[config.mk]
export PLATFORM = sky130hd
export DESIGN_NAME = cdb_broadcaster_flat
export DESIGN_NICKNAME = d
export VERILOG_FILES = /design/src/rtl/ooo_pkg.sv /design/src/rtl/cdb_broadcaster_if.sv /design/src/rtl/cdb_result_fifo.sv /design/src/rtl/cdb_broadcaster.sv /design/src/flat_wrapper.sv
export SDC_FILE = /design/constraint.sdc
export NUM_CORES = 1
export LEC_CHECK = 0
export BUFFER_PORTS_ARGS = -buffer_cell sky130_fd_sc_hd__buf_2
export CAP_MARGIN = 20
export CORE_MARGIN = 2
export CORE_UTILIZATION = 30
export DETAILED_ROUTE_END_ITERATION = 7
export PLACE_DENSITY = 0.46
export SETUP_SLACK_MARGIN = 0.05
export SYNTH_ARGS = -nofsm -noshare
export SYNTH_HDL_FRONTEND = slang
export SYNTH_SLANG_ARGS = --single-unit
[constraint.sdc]
create_clock -name clk_i -period 5.6 [get_ports clk_i]
set_input_delay 0.28 -clock clk_i [delete_from_list [all_inputs] [get_ports clk_i]]
set_output_delay 0.28 -clock clk_i [all_outputs]
set_load 0.1 [all_outputs]
[src/rtl/ooo_pkg.sv]
// Shared out-of-order core types: ROB tag sizing, CDB entry layout, idle tag.
package ooo_pkg;

  // Tag 0 is reserved, so a ROB of N entries needs tags 1..N.
  function automatic int rob_tag_w(input int rob_size);
    return $clog2(rob_size + 1);
  endfunction

  localparam int ROB_SIZE     = 32;
  localparam int ROB_TAG_W    = rob_tag_w(ROB_SIZE);
  localparam int CDB_IDLE_TAG = 0;

  typedef struct packed {
    logic [ROB_TAG_W-1:0] tag;
    logic [63:0]          data;
  } cdb_entry_t;

endpackage

[src/rtl/cdb_broadcaster_if.sv]
// FU result offers in, readiness back, registered tag/value broadcast out.
interface cdb_broadcaster_if
  import ooo_pkg::*;
#(
  parameter int NUM_FU = 4,
  parameter int TAG_W  = ROB_TAG_W
);
  logic [NUM_FU-1:0]             fuValid_i;
  logic [NUM_FU-1:0][TAG_W-1:0]  fuTag_i;
  logic [NUM_FU-1:0][63:0]       fuVal_i;
  logic [NUM_FU-1:0]             fuReady_o;
  logic [TAG_W-1:0]              issueROBTag_o;
  logic [64:0]                   issueROBval_o;

  modport master (
    output fuValid_i, fuTag_i, fuVal_i,
    input  fuReady_o, issueROBTag_o, issueROBval_o
  );

  modport slave (
    input  fuValid_i, fuTag_i, fuVal_i,
    output fuReady_o, issueROBTag_o, issueROBval_o
  );
endinterface

[src/rtl/cdb_result_fifo.sv]
// Small per-FU result queue; clear empties it regardless of push/pop.
module cdb_result_fifo #(
  parameter int W     = 70,
  parameter int DEPTH = 2,
  localparam int PW   = $clog2(DEPTH),
  localparam int CW   = $clog2(DEPTH + 1)
) (
  input  logic          clk,
  input  logic          push,
  input  logic          pop,
  input  logic          clear,
  input  logic [W-1:0]  din,
  output logic [W-1:0]  dout,
  output logic [CW-1:0] count,
  output logic          full,
  output logic          empty
);
  logic [DEPTH-1:0][W-1:0] mem;
  logic [PW-1:0]           wp, rp;

  // Pointers wrap naturally since DEPTH is a power of two.
  always_ff @(posedge clk) begin
    if (clear) begin
      wp    <= '0;
      rp    <= '0;
      count <= '0;
    end else begin
      if (push) wp <= wp + PW'(1);
      if (pop)  rp <= rp + PW'(1);
      count <= count + CW'(push) - CW'(pop);
    end
  end

  // Storage needs no reset; count decides what is live.
  always_ff @(posedge clk) begin
    if (push) mem[wp] <= din;
  end

  assign dout  = mem[rp];
  assign full  = (count == CW'(DEPTH));
  assign empty = (count == '0);
endmodule

[src/rtl/cdb_broadcaster.sv]
// Buffers FU results, picks one per cycle round-robin, drives a registered CDB.
module cdb_broadcaster
  import ooo_pkg::*;
#(
  parameter int ROBsize    = 32,
  parameter int ROBsizeLog = rob_tag_w(ROBsize),
  parameter int NUM_FU     = 4,
  parameter int FIFO_DEPTH = 2
) (
  input  logic               clk_i,
  input  logic               reset_i,
  input  logic               flush_i,
  cdb_broadcaster_if.slave   bus,
  output logic               pending_o
);
  localparam int W   = ROBsizeLog + 64;
  localparam int RRW = (NUM_FU > 1) ? $clog2(NUM_FU) : 1;
  localparam int CW  = $clog2(FIFO_DEPTH + 1);

  logic                          clr;
  logic [NUM_FU-1:0]             push, pop, full, empty;
  logic [NUM_FU-1:0][W-1:0]      head;
  logic [NUM_FU-1:0][CW-1:0]     count;
  logic [RRW-1:0]                rr, gnt_idx, idx, rr_nxt;
  logic                          gnt_vld;
  logic [W-1:0]                  win;

  // Reset and flush both empty every queue and drop same-cycle pushes.
  assign clr = ~reset_i | flush_i;

  for (genvar k = 0; k < NUM_FU; k++) begin : g_fu
    // A tag-0 offer is a no-op: nothing is written and the count holds.
    assign push[k] = bus.fuValid_i[k] & ~full[k]
                   & (bus.fuTag_i[k] != ROBsizeLog'(CDB_IDLE_TAG));
    assign pop[k]  = gnt_vld & (gnt_idx == RRW'(k));

    cdb_result_fifo #(.W(W), .DEPTH(FIFO_DEPTH)) u_fifo (
      .clk   (clk_i),
      .push  (push[k]),
      .pop   (pop[k]),
      .clear (clr),
      .din   ({bus.fuTag_i[k], bus.fuVal_i[k]}),
      .dout  (head[k]),
      .count (count[k]),
      .full  (full[k]),
      .empty (empty[k])
    );
  end

  // Readiness and pending come from registered counts only (no pop bypass).
  assign bus.fuReady_o = ~full;
  assign pending_o     = |count;

  // Round-robin scan starting at rr; first non-empty queue wins.
  always_comb begin
    gnt_vld = 1'b0;
    gnt_idx = '0;
    idx     = '0;
    for (int i = 0; i < NUM_FU; i++) begin
      idx = RRW'((int'(rr) + i) % NUM_FU);
      if (!gnt_vld && !empty[idx]) begin
        gnt_vld = 1'b1;
        gnt_idx = idx;
      end
    end
  end

  assign rr_nxt = RRW'((int'(gnt_idx) + 1) % NUM_FU);
  assign win    = head[gnt_idx];

  // Output register: one-cycle broadcast of the winner, else idle 0/0.
  always_ff @(posedge clk_i) begin
    if (!reset_i || flush_i) begin
      rr                <= '0;
      bus.issueROBTag_o <= '0;
      bus.issueROBval_o <= '0;
    end else if (gnt_vld) begin
      rr                <= rr_nxt;
      bus.issueROBTag_o <= win[W-1:64];
      bus.issueROBval_o <= {1'b1, win[63:0]};
    end else begin
      bus.issueROBTag_o <= '0;
      bus.issueROBval_o <= '0;
    end
  end
endmodule

[src/flat_wrapper.sv]
// flat-port wrapper written by rule: the top's interface ports become plain ports
module cdb_broadcaster_flat import ooo_pkg::*;
#(
  parameter int ROBsize    = 32,
  parameter int ROBsizeLog = rob_tag_w(ROBsize),
  parameter int NUM_FU     = 4,
  parameter int FIFO_DEPTH = 2
)
  (clk_i, reset_i, flush_i, pending_o, bus_fuValid_i, bus_fuTag_i, bus_fuVal_i, bus_fuReady_o, bus_issueROBTag_o, bus_issueROBval_o);
  cdb_broadcaster_if #(.NUM_FU(NUM_FU), .TAG_W((6))) bus_i ();
  input  logic clk_i;
  input  logic reset_i;
  input  logic flush_i;
  output logic pending_o;
  input wire logic [$bits(bus_i.fuValid_i)-1:0] bus_fuValid_i;
  input wire logic [$bits(bus_i.fuTag_i)-1:0] bus_fuTag_i;
  input wire logic [$bits(bus_i.fuVal_i)-1:0] bus_fuVal_i;
  output wire logic [$bits(bus_i.fuReady_o)-1:0] bus_fuReady_o;
  output wire logic [$bits(bus_i.issueROBTag_o)-1:0] bus_issueROBTag_o;
  output wire logic [$bits(bus_i.issueROBval_o)-1:0] bus_issueROBval_o;
  assign bus_i.fuValid_i = bus_fuValid_i;
  assign bus_i.fuTag_i = bus_fuTag_i;
  assign bus_i.fuVal_i = bus_fuVal_i;
  assign bus_fuReady_o = bus_i.fuReady_o;
  assign bus_issueROBTag_o = bus_i.issueROBTag_o;
  assign bus_issueROBval_o = bus_i.issueROBval_o;
  cdb_broadcaster #(.ROBsize(ROBsize), .ROBsizeLog(ROBsizeLog), .NUM_FU(NUM_FU), .FIFO_DEPTH(FIFO_DEPTH)) u_core (.clk_i(clk_i), .reset_i(reset_i), .flush_i(flush_i), .bus(bus_i), .pending_o(pending_o));
endmodule
# After elaboration in Yosys (flattened, before gate mapping)
# Index checks and enable logic that the tools add are counted.
# op_classes
magnitude_cmp	17
n_addsub	20
mux	39
n_eq_ne	7
reduce_logical	25
bitwise	20
# op_table
cell	n
$mux W70	13
$bwmux W140	4
$demux W70 S1	4
$bmux W70 S2	1
$mux W65	1
$reduce_bool A6 Y1	4
$lt A1 B2 Y1 const B	8
$lt A2 B3 Y1 const B	5
$and A1 B1 Y1	12
$eq A2 B2 Y1 const B	6
$logic_not A2 Y1	5
$add A1 B1 Y1 const B	8
$add A2 B1 Y2	4
$bmux W1 S2	4
$mux W1	8
$mux W2	4
$reduce_or A8 Y1	1
$sub A2 B1 Y2	4
$logic_and A1 B1 Y1	7
$logic_not A1 Y1	6
$not A1 Y1	6
$add A2 B1 Y2 const B	2
$add A2 B2 Y2 const B	2
$ge A1 B1 Y1 const B	4
other kinds (5)	5
# totals
input_bits	287
wordCells	152
reg_bits	649

# Depth between registers and ports, before layout
# Gate-level depths: netlist (run 1).
# depth
word_depth	15
ltp_mapped	13
depth_no_buf	10

# By module
# From an unflattened synthesis (run 1), not the netlist that was laid out.
# hier_totals
cells_unflattened	1392
area_unflattened_um2	26060.0
# by_module_without_submodules
module	n_inst	area_per_inst_um2	cells_per_inst
cdb_result_fifo	4	5595.4	237
cdb_broadcaster	1	3678.5	444

# Worst setup path before layout (run 1)
# Ideal clock, no wire load.
# synth_timing
path_kind	flip-flop to flip-flop
startpoint	register u_core.g_fu[0].u_fifo.count[0]
endpoint	register u_core.g_fu[0].u_fifo.mem[0] (netlist bit), enable pin
path_stages_with_launch	5
setup_ns	0.507
t_arrival_ns	4.653
period_less_slack_ns	5.160
path_slack_ns	0.440
required_ns	5.093
path_cell_list	dfxtp_1 > inv_1 > nand2_1 > o311a_1 > nor2b_1
# synth_between
elab_chain_len	4
# synth_lines
element	line_no	source
start, declared	cdb_result_fifo.sv:14	output logic [CW-1:0] count,
start signal, assigned	cdb_result_fifo.sv:30	count <= count + CW'(push) - CW'(pop);
$eq A2 B2 Y1	cdb_result_fifo.sv:40	assign full = (count == CW'(DEPTH));
$not A1 Y1	cdb_broadcaster.sv:33	assign push[k] = bus.fuValid_i[k] & ~full[k]
$and A1 B1 Y1	cdb_broadcaster.sv:33	
$and A1 B1 Y1	cdb_broadcaster.sv:34	& (bus.fuTag_i[k] != ROBsizeLog'(CDB_IDLE_TAG));
via u_core.g_fu[0].u_fifo.push	cdb_result_fifo.sv:9	input logic push,
end signal, assigned by index	cdb_result_fifo.sv:36	if (push) mem[wp] <= din;
end, declared	cdb_result_fifo.sv:18	logic [DEPTH-1:0][W-1:0] mem;
# The timed path passes the listed nets, and every way through them passes these cells.
# A chain may end at the register's enable or synchronous reset.

# Final worst setup path (run 1)
# layout_timing
startpoint	register u_core.g_fu[3].u_fifo.count[1]
endpoint	register u_core.bus.issueROBval_o[29]
# layout_between
elab_chain_len	14
# layout_lines
element	line_no	source
start, declared	cdb_result_fifo.sv:14	
start signal, assigned	cdb_result_fifo.sv:30	
$logic_not A2 Y1 *	cdb_result_fifo.sv:41	assign empty = (count == '0);
$bmux W1 S2	cdb_broadcaster.sv:61	if (!gnt_vld && !empty[idx]) begin
$mux W1 (not written as such)	cdb_broadcaster.sv:61	
$logic_not A1 Y1	cdb_broadcaster.sv:61	
$logic_and A1 B1 Y1	cdb_broadcaster.sv:61	
$mux W1	cdb_broadcaster.sv:61	
$logic_not A1 Y1	cdb_broadcaster.sv:61	
$logic_and A1 B1 Y1	cdb_broadcaster.sv:61	
$mux W1	cdb_broadcaster.sv:61	
$logic_not A1 Y1	cdb_broadcaster.sv:61	
$logic_and A1 B1 Y1	cdb_broadcaster.sv:61	
$mux W2 or $mux W1 (tied branches)	cdb_broadcaster.sv:61	
$bmux W70 S2 or $not A1 Y1 (tied branches)	--	
$mux W70 (not written as such) or $reduce_or A2 Y1 (tied branches)	--	
end signal, assigned	cdb_broadcaster.sv:80	bus.issueROBval_o <= {1'b1, win[63:0]};
end, declared	cdb_broadcaster_if.sv:22	output fuReady_o, issueROBTag_o, issueROBval_o
# Mark *: on every way between the ends. The rest lies on a longest branch, timed or not. The select of a mux whose other input is x is not followed.

==> summary.txt, run 1 <==
Place
  – Routability cong.: 0.741
  – Detailed Place HPWL: 46.4 mm
  – Dpl cells: 2910
  – Number of buffers inserted by port buffering: 362
  – Cell Area, Placed: 28300 sq um

Yosys
  – Post-synthesis cell count: 1489
  – Number of enable flip-flop cells after synthesis: 560
  – Sequential cell area fraction in the yosys report: 73.4%
  – Multiplexer fraction of the synthesized cell area: 11.8%
  – Xor/xnor cell area share of the yosys netlist: 0.415%
  – Largest family of logic cells by synthesized area: multiplexers
  – Number of register bits inferred by synthesis: 649
  – Share of the synthesized area in compound gates (AO/OA/AOI/OAI): 9.57%
  – Distinct cell type count of the synthesized netlist: 49
  – Nets in the synthesized netlist: 1784
  – Share of synthesized cell area in full adder, half adder and majority cells: 0.395%
  – Syn Area/Cell: 17.0 sq um
  – Yosys Warn Count: 0
  – Fraction of the mapped netlist area in simple logic gates: 2.22%
  – Netlist area before placement: 25300 sq um
  – Most used flip-flop cell after synthesis: edfxtp_1
  – Proportion of synthesized flip-flops having asynchronous set or reset: 0%

Clock network
  – Number of buffers inserted by post-CTS setup repair: 0
  – Clock transition at path regs: 0.06 ns
  – CTS Buf Count: 75
  – CTS tree: yes
  – CTS-repair resized insts: 0
  – Clock sink count: 649
  – Number of hold-repair buffers added at the cts stage: 280
  – Clock latency of the later-clocked register in the worst-skew pair: 0.61 ns
  – Root cell of the clock tree: clkbuf_16
  – Buffers from clock root to sink, at most: 3
  – Number of H-tree levels: 3

Timing
  – Number of setup violations in the final report: 0
  – Slew Limit Fails: 0
  – Max Clock Freq: 324 MHz
  – Layout Skew: 0.0180 ns
  – Transition time at the pin with the least slew margin: 1.08 ns
  – Final Critical Period: 3.09 ns
  – Part of the cycle the worst path needs: 55.1%
  – Setup tns final: 0 ns
  – Max_slew headroom: 27.9%
  – Total count of hold-check failures in the final report: 0
  – Setup repair after global routing missed its margin: no

Setup path
  – Critical path type: reg -> reg
  – Ordered cell list for the critical path: or4_4, nor4_4, buf_4, inv_1, nand2_4, buf_4, a211oi_1
  – Critical-path top delay cell: or4_4
  – Dominant delay contributor by cell family on the critical path: simple AND/OR/NAND/NOR gates
  – Setup slack of the worst register-to-register path: 2.51 ns
  – Critical path capture point type: flip-flop
  – Arrival time of the worst setup path: 3.51 ns
  – Crit path required time: 6.02 ns
  – Top fanout value on the critical path: 38
  – Buffers and inverters on the worst path: 3
  – Delay contributed by the slowest stage of the critical path: 0.60 ns
  – Crit path launch type: flip-flop
  – Cell seen most often among critical-path stages: buf_4

Final layout
  – Area of combinational cells with multiple inputs: 6240 sq um
  – Reg area: 18600 sq um
  – Area Overhead vs Synth: 32.2%
  – Final instance area: 33500 sq um
  – Number of fillers in the final layout: 7802
  – Non-filler instance count after layout: 3341
  – Share of layout cells above drive strength 1: 32.6%
  – Net count, final: 2428
  – Most common cell after layout, fill and taps aside: edfxtp_1
  – Top library cells by usage in the layout, fill and taps aside: edfxtp_1 (560), buf_2 (362), dlygate4sd3_1 (280)

Status
  – Run status: finished clean

Drt
  – Total DRC errors in the routed layout: 0
  – DRC violation total after the first TritonRoute iteration: 880
  – Routed via count divided by cell count: 4.60
  – Detailed-route via count: 15.4k
  – First-pass detailed-route iteration total: 5
  – Antenna-violating nets left: 0
  – Wire per inst: 21.8 um
  – Post-detailed-routing wire length: 73.0 mm

Floorplanning
  – Effective utilization at floorplan: 30.3%
  – Core region area: 83700 sq um
  – Chip Height: 295 um
  – Num rows: 106
  – Top Ports: 363
  – Die span in x: 295 um
  – DIE AREA: 86800 sq um

Power and ir drop
  – Peak ir drop on the vdd network: 569 uV
  – Leak pwr: 11.8 nW
  – Tot Pwr: 20.4 mW
  – Pwr Density: 609 nW/um^2

Global route
  – Global router's overall resource usage: 16.6%
  – Global-route wire length before repair: 106 mm
  – Number of global-route vias before repair: 16.4k
  – Largest net degree at the start of global routing: 71
  – Initial antenna violation count: 20
  – Total congestion overflow after global routing: 0

Worst hold path
  – Hold WC Path Type: in -> reg

Run
  – Count of maximum capacitance violations: 0
path summary, 6_finish.rpt:
check / start / cells after the start / endpoint
worst max-delay path: u_core.g_fu[3].u_fifo.count[1] / 7 / u_core.bus.issueROBval_o[29]
worst min-delay path: flush_i / 3 / u_core.rr[1]
worst max register to register: u_core.g_fu[3].u_fifo.count[1] / 7 / u_core.bus.issueROBval_o[29]
worst min register to register: u_core.g_fu[2].u_fifo.count[1] / 2 / u_core.g_fu[2].u_fifo.count[1]
cell type report:
class	instances	area share [%]
clock buffers	102	6.02
clock inverters	36	0.952
flip-flops and latches	649	55.5
well taps	1134	4.23
multi-input cells	728	18.6
repair buffers	669	14.4
diodes	13	0.0971
inverters	10	0.112
state kept, by name, summed over array words and instances (netlist names):
signal and flops:
u_core.g_fu.u_fifo.wp 4, u_core.bus.issueROBTag_o 6, u_core.g_fu.u_fifo.mem 560, u_core.bus.issueROBval_o 65, u_core.g_fu.u_fifo.rp 4, u_core.rr 2, u_core.g_fu.u_fifo.count 8
worst register-to-register path, delay by kind of cell (launching register included):
family,cells,cell delay [ns]
and+or+nand+nor,3,1.21
DFF,1,0.38
AOI/OAI and AO/OA,1,0.13
buffers and inverters,3,1.18
Yosys cell counts (2+ instances only):
master | instances | area share [%]
mux2i_1 | 140 | 5.5
o21ai_1 | 23 | 0.45
o21ai_0 | 122 | 2.4
or3_1 | 3 | 0.074
nor4_4 | 2 | 0.17
buf_6 | 9 | 0.40
a21oi_1 | 5 | 0.099
a211oi_1 | 70 | 2.1
a221oi_2 | 55 | 3.3
clkbuf_2 | 4 | 0.079
clkbuf_1 | 54 | 0.80
xor2_1 | 4 | 0.14
buf_4 | 16 | 0.47
nor2b_1 | 5 | 0.12
nor2_1 | 86 | 1.3
o21bai_1 | 2 | 0.059
xnor2_1 | 8 | 0.28
nand2_1 | 5 | 0.074
ha_1 | 8 | 0.40
edfxtp_1 | 560 | 66
o311a_1 | 4 | 0.16
buf_2 | 12 | 0.24
dfxtp_1 | 89 | 7.0
inv_1 | 9 | 0.13
and2_1 | 8 | 0.20
buf_1 | 6 | 0.089
mux2_2 | 140 | 6.2
or4_1 | 5 | 0.15
a221oi_1 | 15 | 0.52
per-layer routing:
| metal | global-route usage, % | part of all wire, % | vias to the layer above |
|---|---|---|---|
| met5 | 0 | 0.16 | - |
| met4 | 5.01 | 2.7 | 20 |
| met3 | 3.85 | 4.8 | 120 |
| met2 | 28.7 | 50 | 357 |
| met1 | 20.4 | 42 | 7646 |
| li1 | - | - | 7211 |
where the power goes:
group / switching (mW) / leakage (nW) / internal [mW]
combinational: 6.77 / 4.69 / 2.49
clock: 1.95 / 1.14 / 2.73
sequential: 0.433 / 5.97 / 6.05
cells by family after synthesis:
| kind of cell | Yosys count |
|---|---|
| mux | 280 |
| xor+xnor | 12 |
| flops | 649 |
| fa+ha+maj | 8 |
| simple gates | 120 |
| buf+inv | 112 |
| compound gates | 308 |
through the flow:
step | worst slack, ns | hold WS (ns) | util (%)
after floorplan | 0.440 | 0.379 | -
after global placement | 2.59 | 0.467 | 33.8
after detailed placement | 2.49 | 0.471 | 33.9
after CTS | 2.46 | 0.0776 | 40.0
after global routing | 2.30 | 0.101 | 40.0
final | 2.51 | 0.117 | 40.0
(Power assumes the default switching activity.)
==> run 2: changes to the inputs <==
==> constraint.sdc (replaced) <==
create_clock -name clk_i -period 2.92 [get_ports clk_i]
set_input_delay 0.146 -clock clk_i [delete_from_list [all_inputs] [get_ports clk_i]]
set_output_delay 0.146 -clock clk_i [all_outputs]
set_load 0.1 [all_outputs]
==> run 2 against run 1 <==
Effect of this change:
- register-to-register slack got worse by 2.3 ns
- cell count grew 0.57%
- critical path depth rose by 3
- power rose by 98%
- die area unchanged
- highest routed layer unchanged
- non-clock buffer count is 15 higher
- clock skew grew 0.0050 ns
==> summary.txt, run 2 (synthesis gave the netlist of run 1 again) <==
Drt
  – Antenna-violating nets left: 0
  – Detailed-route via count: 15.6k
  – Total DRC errors in the routed layout: 0
  – Post-detailed-routing wire length: 73.6 mm
  – First-pass detailed-route iteration total: 5
  – Wire per inst: 21.9 um
  – Routed via count divided by cell count: 4.65
  – DRC violation total after the first TritonRoute iteration: 718

Floorplanning
  – Effective utilization at floorplan: 30.3%
  – DIE AREA: 86800 sq um
  – Chip Height: 295 um
  – Num rows: 106
  – Core region area: 83700 sq um
  – Top Ports: 363
  – Die span in x: 295 um

Timing
  – Transition time at the pin with the least slew margin: 1.08 ns
  – Setup repair after global routing missed its margin: no
  – Number of setup violations in the final report: 0
  – Slew Limit Fails: 0
  – Tightest hold margin: 0.0582 ns
  – Part of the cycle the worst path needs: 91.8%
  – Max_slew headroom: 28.0%
  – Setup tns final: 0 ns
  – Total count of hold-check failures in the final report: 0
  – Final Critical Period: 2.68 ns
  – Max Clock Freq: 373 MHz
  – Fin worst setup slack: 0.239 ns
  – Layout Skew: 0.0230 ns

Final layout
  – Net count, final: 2443
  – Registers with the highest flip-flop counts: u_core.g_fu.u_fifo.mem: 560 flops, u_core.bus.issueROBval_o: 65 flops, u_core.g_fu.u_fifo.count: 8 flops
  – Most flop-heavy register: u_core.g_fu.u_fifo.mem
  – Share of layout cells above drive strength 1: 33.6%
  – Most common cell after layout, fill and taps aside: edfxtp_1
  – Area Overhead vs Synth: 34.3%
  – Top library cells by usage in the layout, fill and taps aside: edfxtp_1 (560), buf_2 (362), dlygate4sd3_1 (282)
  – Max FFs per register: 560

Power and ir drop
  – Cell internal pwr: 22.6 mW
  – Leak pwr: 12.0 nW
  – Part of the power in the clock network: 23.3%
  – Part of the total power dissipated in sequential elements: 30.8%
  – Power spent charging and discharging nets: 17.8 mW
  – Tot Pwr: 40.5 mW
  – Share of total power in combinational logic: 46.0%
  – Pwr Density: 1190 nW/um^2
  – Switching part of the total: 44.1%
  – Peak ir drop on the vdd network: 1300 uV

Place
  – Routability cong.: 0.773
  – Worst slack after detailed placement: 0.262 ns
  – Number of buffers inserted by port buffering: 362
  – Detailed Place HPWL: 47.2 mm

Setup path
  – Crit path launch type: flip-flop
  – Arrival time of the worst setup path: 3.14 ns
  – Crit path required time: 3.38 ns
  – Critical path capture point type: flip-flop
  – Top fanout value on the critical path: 7
  – Critical path type: reg -> reg

Clock network
  – Number of H-tree levels: 3
  – CTS tree: yes
  – Clock transition at path regs: 0.06 ns
  – Clock latency of the later-clocked register in the worst-skew pair: 0.61 ns
  – Buffers from clock root to sink, at most: 3
  – CTS Buf Count: 75
  – Clock sink count: 649
  – Root cell of the clock tree: clkbuf_16

Global route
  – Number of global-route vias before repair: 16.7k
  – Global-route wire length before repair: 106 mm
  – Global router's overall resource usage: 16.7%
  – Total congestion overflow after global routing: 0
  – Initial antenna violation count: 28
  – Largest net degree at the start of global routing: 91

Status
  – Run status: finished clean

Worst hold path
  – Hold WC Path Type: in -> reg

Run
  – Count of maximum capacitance violations: 0
## run 2: final timing paths
check,slack [ns],cells past startpoint,from,end
worst min-delay path,0.06,4,bus_fuValid_i[1],u_core.g_fu[1].u_fifo.wp
worst min register to register,0.58,2,u_core.g_fu[2].u_fifo.count[1],u_core.g_fu[2].u_fifo.count[1]
worst max-delay path,0.24,10,u_core.g_fu[2].u_fifo.count[1],u_core.g_fu[2].u_fifo.count[1]
worst max register to register,0.24,10,u_core.g_fu[2].u_fifo.count[1],u_core.g_fu[2].u_fifo.count[1]
## run 2: area by class of cell
cell class,instances,area [sq um]
Fill cell,7736,49600
Sequential cell,649,18600
Multi-Input combinational cell,728,6250
Timing Repair Buffer,684,5180
Clock buffer,108,2170
Tap cell,1134,1420
Clock inverter,30,333
Antenna cell,17,42.5
Inverter,10,37.5
## run 2: power groups by stage
stage / logic [mW] / clock network, mW / registers [mW]
after floorplan: 10.6 / 0 / 15.4
after global placement: 18.7 / 0 / 12.7
after detailed placement: 18.7 / 0 / 12.7
after CTS: 19.1 / 9.71 / 12.5
after global routing: 20.0 / 10.0 / 12.6
final: 18.6 / 9.41 / 12.5
## run 2: per-stage QoR
step | util, % | instances | instance area, sq um
6_report | 40.7 | 3360 | 34000
5_1_grt | 40.7 | 3352 | 34000
4_1_cts | 40.6 | 3343 | 34000
3_5_place_dp | 34.3 | 2923 | 28700
3_3_place_gp | 34.2 | 2922 | 28600
2_1_floorplan | - | 1489 | 25400
## run 2: what timing repair did
item,in CTS,in global routing
setup buffers,0,0
resized for setup,0,0
endpoints found under the setup margin,0,0
hold buffers,282,0
endpoints found under the hold margin,564,0
## run 2: worst max-delay path, cell delays in order, from the launching register on
cell and delay [ns]:
dfxtp_1 0.34, or2_1 0.34, a211o_1 0.36, a22oi_1 0.46, nor2_1 0.14, ha_1 0.32
inv_1 0.07, ha_1 0.16, xor2_1 0.17, xnor2_1 0.13, nor2_1 0.05
## run 2: per-layer routing
metal  GRT usage [%]  vias up  wire [um]
li1                -     7245          -
met1            20.3     7830      30700
met2            29.6      386      37300
met3            3.88      125       3970
met4            4.84       28       1490
met5               0        -        177
==> run 3: changes to the inputs <==
--- a/config.mk
+++ b/config.mk
@@ -8,9 +8,10 @@
 export BUFFER_PORTS_ARGS = -buffer_cell sky130_fd_sc_hd__buf_2
 export CAP_MARGIN = 20
 export CORE_MARGIN = 2
-export CORE_UTILIZATION = 30
+export CORE_UTILIZATION = 50
+export CTS_CLUSTER_DIAMETER = 50
 export DETAILED_ROUTE_END_ITERATION = 7
-export PLACE_DENSITY = 0.46
+export PLACE_DENSITY = 0.7
 export SETUP_SLACK_MARGIN = 0.05
 export SYNTH_ARGS = -nofsm -noshare
 export SYNTH_HDL_FRONTEND = slang
==> run 3 against run 2 <==
Effect of this change:
- first-iteration DRC count up 63%
- register-to-register slack better by 0.02 ns
- via count up 2.5%
- utilization up 26 points
- critical path depth down 5
- setup slack worse by 0.019 ns
- power down 1.4%
- count of clock-buffer cells in the layout down 9
- clock power down 8.3%
- hold slack worse by 0.0085 ns
- global-route usage up 8.8 points
- highest routed layer unchanged
==> summary.txt, run 3 (synthesis gave the netlist of run 1 again) <==
Status
  – Run status: finished clean

Drt
  – Antenna-violating nets left: 0
  – Detailed-route via count: 16.0k
  – Post-detailed-routing wire length: 67.9 mm
  – Total DRC errors in the routed layout: 0
  – Routed via count divided by cell count: 5.56
  – Wire per inst: 23.6 um
  – DRC violation total after the first TritonRoute iteration: 1167
  – First-pass detailed-route iteration total: 5

Power and ir drop
  – Part of the power in the clock network: 21.6%
  – Part of the total power dissipated in sequential elements: 31.1%
  – Power spent charging and discharging nets: 17.8 mW
  – Cell internal pwr: 22.1 mW
  – Leak pwr: 11.9 nW
  – Share of total power in combinational logic: 47.3%
  – Switching part of the total: 44.7%
  – Pwr Density: 1200 nW/um^2
  – Peak ir drop on the vdd network: 2010 uV

Worst hold path
  – Min-delay src: bus_fuValid_i[3]
  – Hold WC Path Type: in -> reg
  – Cell depth of the worst min-delay path: 4
  – Terminating pin of the worst hold path: u_core.g_fu[3].u_fifo.wp

Timing
  – Part of the cycle the worst path needs: 92.5%
  – Layout Skew: 0.0225 ns
  – Transition time at the pin with the least slew margin: 1.09 ns
  – Setup tns final: 0 ns
  – Total count of hold-check failures in the final report: 0
  – Setup repair after global routing missed its margin: no
  – Final Critical Period: 2.70 ns
  – Slew Limit Fails: 0
  – Max Clock Freq: 370 MHz
  – Number of setup violations in the final report: 0
  – Max_slew headroom: 27.6%

Setup path
  – Crit path required time: 2.77 ns
  – Top fanout value on the critical path: 19
  – Critical path capture point type: primary output
  – Arrival time of the worst setup path: 2.55 ns
  – Reg-to-reg startpoint: u_core.g_fu[3].u_fifo.count[1]
  – Crit path launch type: flip-flop
  – Register-to-Register Path Depth: 6
  – Setup slack of the worst register-to-register path: 0.26 ns
  – End of the worst register-to-register path: u_core.bus.issueROBval_o[23]
  – Critical path type: reg -> out

Clock network
  – Clock sink count: 649
  – Buffers from clock root to sink, at most: 3
  – Root cell of the clock tree: clkbuf_16
  – Number of H-tree levels: 3
  – Clock transition at path regs: 0.05 ns
  – Clock latency of the later-clocked register in the worst-skew pair: 0.62 ns
  – CTS Buf Count: 71
  – CTS tree: yes

Final layout
  – Number of fillers in the final layout: 3482
  – Reg area: 18600 sq um
  – Net count, final: 2435
  – Non-filler instance count after layout: 2878
  – Max FFs per register: 560
  – Share of layout cells above drive strength 1: 33.0%
  – Top library cells by usage in the layout, fill and taps aside: edfxtp_1 (560), buf_2 (361), dlygate4sd3_1 (282)
  – Registers with the highest flip-flop counts: u_core.g_fu.u_fifo.mem: 560 flops, u_core.bus.issueROBval_o: 65 flops, u_core.g_fu.u_fifo.count: 8 flops
  – Area Overhead vs Synth: 31.0%
  – Area of combinational cells with multiple inputs: 6250 sq um
  – Most common cell after layout, fill and taps aside: edfxtp_1
  – Most flop-heavy register: u_core.g_fu.u_fifo.mem

Floorplanning
  – Top Ports: 363
  – Chip Height: 229 um
  – Num rows: 82
  – DIE AREA: 52500 sq um
  – Die span in x: 229 um
  – Core region area: 50100 sq um
  – Effective utilization at floorplan: 50.6%

Place
  – Dpl cells: 2452
  – Number of buffers inserted by port buffering: 362
  – Detailed Place HPWL: 38.3 mm
  – Routability cong.: 0.798

Run
  – Count of maximum capacitance violations: 0

Global route
  – Total congestion overflow after global routing: 0
  – Global router's overall resource usage: 25.6%
  – Largest net degree at the start of global routing: 87
  – Initial antenna violation count: 13
  – Number of global-route vias before repair: 17.4k
  – Global-route wire length before repair: 102 mm
## run 3: cell types whose count changed in the layout (fill, tap and decap cells not counted), sizes merged
| cell | before | now |
|---|---|---|
| clkbuf | 108 | 100 |
| diode | 17 | 9 |
| buf | 402 | 396 |
| bufinv | 5 | 2 |
| inv | 13 | 16 |
| clkinv | 18 | 20 |
| bufbuf | 0 | 1 |
| clkinvlp | 4 | 3 |
## run 3: cell type report
type	count	area share (%)
Sequential cell	649	56.1
Multi-Input combinational cell	728	18.8
Timing Repair Buffer	680	15.7
Clock buffer	99	6.04
Tap cell	672	2.53
Clock inverter	31	0.716
Inverter	10	0.113
Antenna cell	9	0.0678
## run 3: what timing repair did
item,CTS,global route
setup buffers,1,1
hold buffers,282,0
setup endpoints to repair,1,3
endpoints found under the hold margin,566,0
gates cloned,1,1
pin swaps,1,1
gates resized for setup,1,2
## run 3: worst max-delay path, stage by stage (launching register included)
cell and delay [ns]:
dfxtp_1 0.40, or4_4 0.60, nor4_4 0.26, clkbuf_16 0.30
inv_1 0.13, buf_4 0.25
## run 3: how the worst max path moves through the flow
stage | slack, ns | cells past startpoint | to | start
3_3_place_gp | 0.30 | 10 | u_core.g_fu[2].u_fifo.count[1] | u_core.g_fu[2].u_fifo.count[1]
6_report | 0.22 | 5 | pending_o | u_core.g_fu[3].u_fifo.count[1]
2_1_floorplan | 0.16 | 4 | u_core.g_fu[0].u_fifo.mem[0] | u_core.g_fu[0].u_fifo.count[0]
3_5_place_dp | 0.22 | 10 | u_core.g_fu[2].u_fifo.count[1] | u_core.g_fu[2].u_fifo.count[1]
5_1_grt | 0.08 | 10 | u_core.g_fu[0].u_fifo.count[1] | u_core.g_fu[1].u_fifo.count[1]
4_1_cts | 0.10 | 5 | pending_o | u_core.g_fu[3].u_fifo.count[1]
## run 3: per-stage QoR
step	total power, mW	instance area [sq um]	util (%)	hold slack, ns	setup WS [ns]
6_report	39.9	33200	66.3	0.0497	0.219
2_1_floorplan	26.0	25400	-	0.245	0.155
3_5_place_dp	30.4	28000	56.0	0.337	0.218
4_1_cts	39.8	33100	66.2	0.0149	0.100
3_3_place_gp	30.1	28000	56.0	0.333	0.297
5_1_grt	41.6	33200	66.3	0.0745	0.0779
## run 3: routing by layer
layer	routed length, um	GRT usage, %
met1	27400	31.0
met2	34400	45.0
met3	4020	5.94
met4	2000	8.56
met5	72	0
## run 3: power by group through the flow
| stage | clock, mW | sequential, mW | combinational, mW |
|---|---|---|---|
| 2_1_floorplan | 0 | 15.4 | 10.6 |
| 3_3_place_gp | 0 | 12.5 | 17.6 |
| 3_5_place_dp | 0 | 12.6 | 17.9 |
| 4_1_cts | 8.75 | 12.4 | 18.6 |
| 5_1_grt | 9.13 | 12.5 | 20.0 |
| 6_report | 8.63 | 12.4 | 18.9 |
